===== src/rtl/midi_msg_parser.sv =====
// MIDI channel-voice parser: assembles Note On/Off events from the receiver byte stream, tracks the held note.
// Latency: NOTE_VALID and the NOTE_*/HELD_* outputs update one cycle after the MIDI_RDY of the final data byte.
// Backpressure: none; one byte is accepted on every MIDI_RDY cycle, including back-to-back strobes.
module midi_msg_parser #(
    parameter bit       CH_FILTER_EN = 1'b0,
    parameter bit [3:0] CH_SEL       = 4'd0
) (
    input  logic       clk500kHz,
    input  logic       RESET,
    input  logic       MIDI_RDY,
    input  logic [7:0] MIDI_BYTE,
    output logic       NOTE_VALID,
    output logic       NOTE_ON,
    output logic [6:0] NOTE_NUM,
    output logic [6:0] VELOCITY,
    output logic [3:0] CHANNEL,
    output logic       HELD_VALID,
    output logic [6:0] HELD_NOTE
);

    typedef enum logic [1:0] {
        IDLE    = 2'd0,
        WAIT_D1 = 2'd1,
        WAIT_D2 = 2'd2
    } state_t;

    state_t     state_q;
    logic [7:0] rs_q;          // running status {type, channel}
    logic [6:0] d1_q;          // first data byte of the message in progress
    logic       note_valid_q;
    logic       note_on_q;
    logic [6:0] note_num_q;
    logic [6:0] velocity_q;
    logic [3:0] channel_q;
    logic       held_valid_q;
    logic [6:0] held_note_q;

    logic [3:0] msg_type;
    logic [3:0] msg_ch;
    logic       is_realtime;
    logic       is_syscommon;
    logic       is_status;
    logic       two_data;
    logic       is_note;
    logic       ch_ok;
    logic       note_on_d;
    logic [6:0] velocity_d;

    // Decode the incoming byte and the running status; the data-byte fields assume
    // MIDI_BYTE is the second data byte, which is the only case where they are used.
    always_comb begin
        msg_type     = rs_q[7:4];
        msg_ch       = rs_q[3:0];
        is_realtime  = (MIDI_BYTE[7:3] == 5'b11111);
        is_syscommon = (MIDI_BYTE[7:3] == 5'b11110);
        is_status    = MIDI_BYTE[7];
        two_data     = (msg_type == 4'h8) || (msg_type == 4'h9) || (msg_type == 4'hA) ||
                       (msg_type == 4'hB) || (msg_type == 4'hE);
        is_note      = (msg_type == 4'h8) || (msg_type == 4'h9);
        ch_ok        = (CH_FILTER_EN == 1'b0) || (msg_ch == CH_SEL);
        note_on_d    = (msg_type == 4'h9) && (MIDI_BYTE[6:0] != 7'd0);
        velocity_d   = (msg_type == 4'h9) ? MIDI_BYTE[6:0] : 7'd0;
    end

    // Parser FSM with registered event outputs and held-note tracker.
    always_ff @(posedge clk500kHz) begin
        if (RESET) begin
            state_q      <= IDLE;
            rs_q         <= 8'd0;
            d1_q         <= 7'd0;
            note_valid_q <= 1'b0;
            note_on_q    <= 1'b0;
            note_num_q   <= 7'd0;
            velocity_q   <= 7'd0;
            channel_q    <= 4'd0;
            held_valid_q <= 1'b0;
            held_note_q  <= 7'd0;
        end else begin
            note_valid_q <= 1'b0;
            // Real-time bytes may appear anywhere and must leave the parse untouched.
            if (MIDI_RDY && !is_realtime) begin
                if (is_syscommon) begin
                    rs_q    <= 8'd0;
                    state_q <= IDLE;
                end else if (is_status) begin
                    // A new status also aborts any partially received message.
                    rs_q    <= MIDI_BYTE;
                    state_q <= WAIT_D1;
                end else begin
                    case (state_q)
                        WAIT_D1: begin
                            d1_q <= MIDI_BYTE[6:0];
                            // One-data-byte messages (C/D) complete here and are discarded.
                            state_q <= two_data ? WAIT_D2 : WAIT_D1;
                        end
                        WAIT_D2: begin
                            state_q <= WAIT_D1;
                            if (is_note && ch_ok) begin
                                note_valid_q <= 1'b1;
                                note_on_q    <= note_on_d;
                                note_num_q   <= d1_q;
                                velocity_q   <= velocity_d;
                                channel_q    <= msg_ch;
                                if (note_on_d) begin
                                    held_valid_q <= 1'b1;
                                    held_note_q  <= d1_q;
                                end else if (held_valid_q && (d1_q == held_note_q)) begin
                                    held_valid_q <= 1'b0;
                                end
                            end
                        end
                        default: begin
                            // IDLE: no running status, data byte dropped.
                            state_q <= IDLE;
                        end
                    endcase
                end
            end
        end
    end

    assign NOTE_VALID = note_valid_q;
    assign NOTE_ON    = note_on_q;
    assign NOTE_NUM   = note_num_q;
    assign VELOCITY   = velocity_q;
    assign CHANNEL    = channel_q;
    assign HELD_VALID = held_valid_q;
    assign HELD_NOTE  = held_note_q;

endmodule


===== config.mk =====
export PLATFORM = sky130hd
export DESIGN_NAME = midi_msg_parser
export DESIGN_NICKNAME = d
export VERILOG_FILES = /design/src/rtl/midi_msg_parser.sv
export SDC_FILE = /design/constraint.sdc
export NUM_CORES = 1
export LEC_CHECK = 0
export CAP_MARGIN = 20
export CORE_UTILIZATION = 30
export CTS_BUF_LIST = sky130_fd_sc_hd__clkbuf_8
export CTS_CLUSTER_SIZE = 10
export DETAILED_ROUTE_END_ITERATION = 16
export MAX_ROUTING_LAYER = met4
export SYNTH_ARGS = -nofsm -noshare
export SYNTH_HDL_FRONTEND = slang
export SYNTH_SLANG_ARGS = --single-unit
export TNS_END_PERCENT = 1

===== constraint.sdc =====
create_clock -name clk500kHz -period 3.9 [get_ports clk500kHz]
set_clock_uncertainty 0.1 [all_clocks]
set_input_delay 1.17 -clock clk500kHz [delete_from_list [all_inputs] [get_ports clk500kHz]]
set_output_delay 1.17 -clock clk500kHz [all_outputs]
set_load 0.05 [all_outputs]

# After elaboration in Yosys (flattened, before gate mapping)
# Cells that the tools add are included.
dict set report word_totals {
  regBits 45
  input_bits 11
  wordCells 51
}
dict set report classes {
  eq_ne 10
  muxes 10
  bitwise 4
  n_reduce_logical 17
}
# cell count
set ops {}
lappend ops {{$eq A4 B4 Y1 const B} 5}
lappend ops {{$mux W8} 2}
lappend ops {{$reduce_and A6 Y1} 2}
lappend ops {{$eq A5 B5 Y1 const B} 2}
lappend ops {{$eq A7 B7 Y1} 1}
lappend ops {{$mux W7} 1}
lappend ops {{$reduce_bool A7 Y1} 1}
lappend ops {{$mux W2} 3}
lappend ops {{$reduce_and A5 Y1} 1}
lappend ops {{$reduce_or A5 Y1} 1}
lappend ops {{$logic_or A1 B1 Y1} 4}
lappend ops {{$not A1 Y1} 4}
lappend ops {{$pmux W2 S2} 1}
lappend ops {{$reduce_and A4 Y1} 1}
lappend ops {{$reduce_bool A2 Y1} 2}
lappend ops {{$logic_and A1 B1 Y1} 3}
lappend ops {{$mux W1} 3}
lappend ops {{$eq A2 B1 Y1 const B} 1}
lappend ops {{$eq A2 B2 Y1 const B} 1}
lappend ops {{$reduce_and A2 Y1} 1}
lappend ops {{$logic_not A1 Y1} 1}

# Longest topological paths before layout
dict set report depth {
  ltp_word 9
  depth_mapped 8
}

# Least setup slack after synthesis
# OpenSTA, ideal clock, no wires.
dict set report synth_path {
  path_type {input -> register}
  from {input port MIDI_BYTE[3]}
  to {register note_on_q (netlist: NOTE_ON)}
  setup_time_ps 132
  arrival_ps 2252
  t_required_ps 3668
  slack_ps 1415
  path_stages 4
  path_buffers 0
  path_cell_list {or4_4 -> o41a_4 -> nand2_1 -> a21oi_1}
}
dict set report synth_via {
  elab_chain_len 4
}
# item line
set synth_rtl {}
lappend synth_rtl {{start, declared} 11} ;# input logic [7:0] MIDI_BYTE,
lappend synth_rtl {{$eq A5 B5 Y1} 54} ;# is_realtime = (MIDI_BYTE[7:3] == 5'b11111);
lappend synth_rtl {{$logic_not A1 Y1} 81} ;# if (MIDI_RDY && !is_realtime) begin
lappend synth_rtl {{$logic_and A1 B1 Y1} 81}
lappend synth_rtl {{$reduce_and A5 Y1 (no source line)} -}
lappend synth_rtl {{end signal, assigned} 100} ;# note_on_q <= note_on_d;
lappend synth_rtl {{end, declared} 31} ;# logic note_on_q;
# Parallel ways exist; a longest one is shown, timed or not.
# A chain may end at the register's enable or synchronous reset.

# Final worst setup path
dict set report layout_path {
  from {input port MIDI_BYTE[3]}
  to {register held_note_q[4] (netlist: HELD_NOTE[4])}
}
dict set report layout_via {
  elab_chain_len 4
}
# item line
set layout_rtl {}
lappend layout_rtl {{$eq A5 B5 Y1} 54}
lappend layout_rtl {{$logic_not A1 Y1} 81}
lappend layout_rtl {{$logic_and A1 B1 Y1} 81}
lappend layout_rtl {{$reduce_and A6 Y1 (no source line) *} -}
lappend layout_rtl {{end signal, assigned} 106} ;# held_note_q <= d1_q;
lappend layout_rtl {{end, declared} 36} ;# logic [6:0] held_note_q;
# Mark *: on every way between the ends. The rest lies on a longest branch, timed or not.

==> flow_metrics.env <==
export IMPL_first_pass_iters=4
export IMPL_ys_seq_area_share_pct=49.83
export IMPL_final_nets=254
export IMPL_fin_setup_tns_ps=0
export IMPL_finalSetupViolCount=0
export IMPL_worstSetupStartpoint="MIDI_BYTE[3]"
export IMPL_yosysTopAreaCell="dfxtp_1"
export IMPL_r2r_end="HELD_VALID"
export IMPL_io_buffers=38
export IMPL_cp_arrival_ps=3010
export IMPL_synth_nets=217
export IMPL_worst_setup_path_end_kind="register"
export IMPL_coreArea_sq_um=5642
export IMPL_insertion_delay_ps=290
export IMPL_n_antenna_cell=0
export IMPL_finalMaxSlewViolations=0
export IMPL_timing_rr_start="rs_q[7]"
export IMPL_r2r_slack_ps=2050
export IMPL_min_period_ps=2886
export IMPL_gr_total_overflow=0
export IMPL_grt_max_degree=27
export IMPL_grt_pass1_wl_um=6603
export IMPL_cts_buffer_depth=2
export IMPL_die_h_um=79.63
export IMPL_pre_cts_slack_ps=714.9
export IMPL_dp_hpwl_um=2877
export IMPL_hp_start="CHANNEL[1]"
export IMPL_area_delta_synth_final_pct=29.83
export IMPL_vias=1486
export IMPL_final_cells=313
export IMPL_antenna_found_initial=0
export IMPL_final_antenna_net_count=0
export IMPL_cts_tree="done"
export IMPL_track_usage_pct=13.93
export IMPL_r2r_cells=4
export IMPL_async_reset_ff_share_pct=0
export IMPL_synth_edf_count=0
export IMPL_rows=27
export IMPL_cts_inserted_buffers=5
export IMPL_worstMarginPinSlew_ps=592.5
export IMPL_synth_ff_type="dfxtp_1"
export IMPL_hold_violations=0
export IMPL_avgSynthCellArea_sq_um=8.863
export IMPL_ctsRootBufferMaster="clkbuf_8"
export IMPL_finalInstanceArea_sq_um=2347
export IMPL_place_congestion=0.8265
export IMPL_drt_total_wl_um=4086
export IMPL_h_tree_depth=2
export IMPL_viasPerCell=4.748
export IMPL_critPathMaxFanout=7
export IMPL_wl_per_cell_um=13.05
export IMPL_setup_ws_ps=1014
export IMPL_vdd_drop_max_uv=199.9
export IMPL_synth_top_area_share_pct=49.83
export IMPL_finalCritPeriodShare_pct=74.00
export IMPL_hold_slack_ps=356.6
export IMPL_netlist_cell_type_count=34
export IMPL_worstPathRequired_ps=4020
export IMPL_ys_warn_count=0
export IMPL_die_area_sq_um=6341
export IMPL_fmax_mhz=346.5
export IMPL_place_inst=306
export IMPL_synth_most_common_cell="dfxtp_1"
export IMPL_synth_area_sq_um=1808
export IMPL_max_cap_violations=0
export IMPL_cts_setup_buffers=0
export IMPL_drc=0
export IMPL_critical_path_class="input pin to register"
export IMPL_synthCells=204
export IMPL_die_w_um=79.63
export IMPL_hold_buffers=0
export IMPL_drive_gt1_share_pct=5.809
export IMPL_place_area_sq_um=2243
export IMPL_ios=39
export IMPL_powerDensity_nw_per_um2=362.7
export IMPL_min_path_type="register to register"
export IMPL_synthTopCellsByArea="dfxtp_1, a21oi_1, nand2_1"
export IMPL_status="finished, final reports clean"
export IMPL_ys_ff_latch=45
export IMPL_cts_resized=0
export IMPL_drt_iter0_markers=63
export IMPL_cts_sinks=45
export IMPL_worstSetupStartpointType="input pin"
export IMPL_rsz0062_at_grt="no"
export IMPL_grt_pass1_vias=1334
export IMPL_endpoint="HELD_NOTE[4]"
export IMPL_p_leak_uw=0.0008310
export IMPL_cts_reportedPaths_clkPinSlew_ps=80
export IMPL_synth_common_cells="dfxtp_1, nand2_1, a21oi_1"
export IMPL_relSlewSlack_pct=60.37
export IMPL_start_util_pct=32.05
flip-flops by register name, indices dropped and copies added, names as in the netlist, 2 cells and up:
register and flops:
VELOCITY 7, rs_q 8, HELD_NOTE 7, CHANNEL 4, d1_q 7, state_q 2
NOTE_NUM 7
worst min path at each step:
stage                  endpoint  slack (ps)  depth (start not counted)
floorplan            CHANNEL[3]         330                          2
global placement    VELOCITY[1]         350                          2
detailed placement  VELOCITY[1]         340                          2
CTS                  CHANNEL[3]         360                          2
global route        VELOCITY[4]         370                          2
finish               CHANNEL[1]         360                          2
power breakdown:
group          internal, uW  switching, uW
Clock                   186            148
Sequential              465           4.76
Combinational          20.1           27.0
routing by layer:
layer | wire (um) | up-vias | track usage [%]
met5 | 0 | - | -
met4 | 25 | 0 | 3.273
met3 | 169 | 4 | 4.571
met2 | 1809 | 29 | 20.17
met1 | 2080 | 671 | 18.68
li1 | - | 782 | -
critical path, cell delays in order:
cell and delay (ps):
clkdlybuf4s50_1 520, or4_4 610, o41ai_4 400, o21ai_0 140, a21oi_1 170
kinds of logic (layout without fill, tap and decap cells):
family	Yosys count	in the layout	synth area share, %
AO/OA/AOI/OAI	52	52	18.55
XOR/XNOR	7	7	3.391
adder cells (fa/ha/maj)	2	2	1.384
buffers and inverters	15	52	4.013
flip-flops	45	45	49.83
multiplexers	7	7	3.876
AND/OR/NAND/NOR	76	76	18.96
area by class of cell:
class,count,area [sq um]
inverters,4,15.01
fillers,566,3294
multi-input cells,144,834.6
clock inverters,2,35.03
clock buffers,5,68.82
repair buffers,41,402.9
well taps,72,90.09
flip-flops and latches,45,900.9
through the flow:
step,util (%),total power [uW]
after floorplan,-,503.5
after global placement,39.76,528.0
after detailed placement,39.76,527.9
after CTS,41.61,860.5
after global routing,41.61,888.9
final,41.61,851.3
placed cells by master, fill, tap and decap left out, types with 6 or more instances in the layout:
cell type | Yosys | final
xnor2_1 | 7 | 7
a21oi_1 | 29 | 29
clkdlybuf4s50_1 | 0 | 38
a22o_1 | 6 | 6
o21ai_0 | 9 | 9
nand3_1 | 17 | 17
mux2i_1 | 7 | 7
nor2_1 | 11 | 11
dfxtp_1 | 45 | 45
nand2_1 | 37 | 37
No activity file was read; power rests on OpenSTA's default activity.
==> RTL edit, RTL diff (config.mk and constraints unchanged) <==
`CH_FILTER_EN`: 1'b0 -> 1'b1.
--- a/src/rtl/midi_msg_parser.sv
+++ b/src/rtl/midi_msg_parser.sv
@@ -4,3 +4,3 @@
 module midi_msg_parser #(
-    parameter bit       CH_FILTER_EN = 1'b0,
+    parameter bit       CH_FILTER_EN = 1'b1,
     parameter bit [3:0] CH_SEL       = 4'd0
Check against the original RTL: not equivalent (Yosys sat finds a counterexample within 4 cycles, from zero or initial values and one cycle with RESET high).
==> RTL edit against the unedited design <==
Critical endpoint is now HELD_VALID$_SDFFE_PP0P_. Area after synthesis rose by 5.1%. Global-route usage fell by 0.082 points. Cell area rose by 4.9%. Worst setup slack got worse by 0.26 ns. Routed wire length rose by 4.0%. Critical path type unchanged. Sequential cell count did not move. Die area rose by 5.0%. Total power rose by 3.0%.
==> RTL edit: results (changes against the unedited design) <==
- The run finished with clean final reports.
- The largest fanout on the critical path is 17 (+10).
- The met3 wire length is 198 µm (+17%).
- The post-DP HPWL is 3100 µm (+7.9%).
- The peak supply drop is 0.000312 V (+56%).
- The highest cell delay on the worst timing path is 0.84 ns (+0.23 ns).
- Among all stages on the critical path, the largest delay is contributed by sky130_fd_sc_hd__or4_1.
- The via count of the first global-routing pass came to 1391 (+4.3%).
- The clock network power share is 0.395 (+0.003).
- The routed metal-1 wirelength is 2020 µm (-3.1%).
- After synthesis, the most frequently instantiated cells are sky130_fd_sc_hd__dfxtp_1 (45), sky130_fd_sc_hd__nand2_1 (27), sky130_fd_sc_hd__mux2i_1 (20).
- The net switching power came to 194 µW (+8.2%).
- Sorting the synthesized cells by area gives the leading types as sky130_fd_sc_hd__dfxtp_1 (47%), sky130_fd_sc_hd__mux2i_1 (11%), sky130_fd_sc_hd__nand2_1 (5.3%).
- The weighted congestion reported at the end of routability-driven placement was 0.733 (-11%).
- The met2 global-route usage is 0.229 (+0.0275).
- The violation count after the first detailed-route iteration was 90 (+43%).
- The placed standard-cell area is 2350 µm² (+4.7%).
- The area of the die is 6660 µm² (+5.0%).
- The actual transition at the worst max-transition pin is 0.639 ns (+0.0468 ns).
- The wire length after detailed routing was 4250 µm (+4.0%).
- The maximum number of pins on one net before global-route repair is 18 (-33%).
- Among cell families on the critical path, the largest total delay comes from simple AND/OR/NAND/NOR gates.
- The final period demand of the worst path came to 3.15 ns (+0.261 ns).
- The met2 wire length is 2010 µm (+11%).
- The vias per cell is 4.73 (-0.31%).
- The setup slack of the most critical reg-to-reg path is 1.65 ns (-0.40 ns).
RTL edit: cell type report:
type | count | area [µm²]
Fill cell | 617 | 3560
Multi-Input combinational cell | 147 | 926
Sequential cell | 45 | 901
Timing Repair Buffer | 42 | 410
Tap cell | 75 | 93.8
Clock buffer | 5 | 68.8
Clock inverter | 3 | 42.5
Inverter | 5 | 18.8
RTL edit: logic make-up (layout without fill, tap and decap cells):
group / count (synthesis) / count (layout) / share of synthesized area
AND/OR/NAND/NOR: 95 / 95 / 0.261
multiplexers: 20 / 20 / 0.105
buffers and inverters: 16 / 55 / 0.0388
XOR/XNOR: 7 / 7 / 0.0323
flip-flops: 45 / 45 / 0.474
AO/OA/AOI/OAI: 23 / 23 / 0.0757
adder cells (fa/ha/maj): 2 / 2 / 0.0132
RTL edit: how the worst min path moves through the flow:
| stage | slack, ns | end | start | cells after the start |
|---|---|---|---|---|
| 2_1_floorplan | 0.35 | rs_q[7]$_SDFFE_PP0P_ | rs_q[7]$_SDFFE_PP0P_ | 2 |
| 6_report | 0.36 | VELOCITY[0]$_SDFFE_PP0P_ | VELOCITY[0]$_SDFFE_PP0P_ | 2 |
| 3_3_place_gp | 0.35 | NOTE_NUM[0]$_SDFFE_PP0P_ | NOTE_NUM[0]$_SDFFE_PP0P_ | 2 |
| 5_1_grt | 0.38 | NOTE_NUM[1]$_SDFFE_PP0P_ | NOTE_NUM[1]$_SDFFE_PP0P_ | 2 |
| 3_5_place_dp | 0.35 | CHANNEL[1]$_SDFFE_PP0P_ | CHANNEL[1]$_SDFFE_PP0P_ | 1 |
| 4_1_cts | 0.36 | VELOCITY[3]$_SDFFE_PP0P_ | VELOCITY[3]$_SDFFE_PP0P_ | 2 |
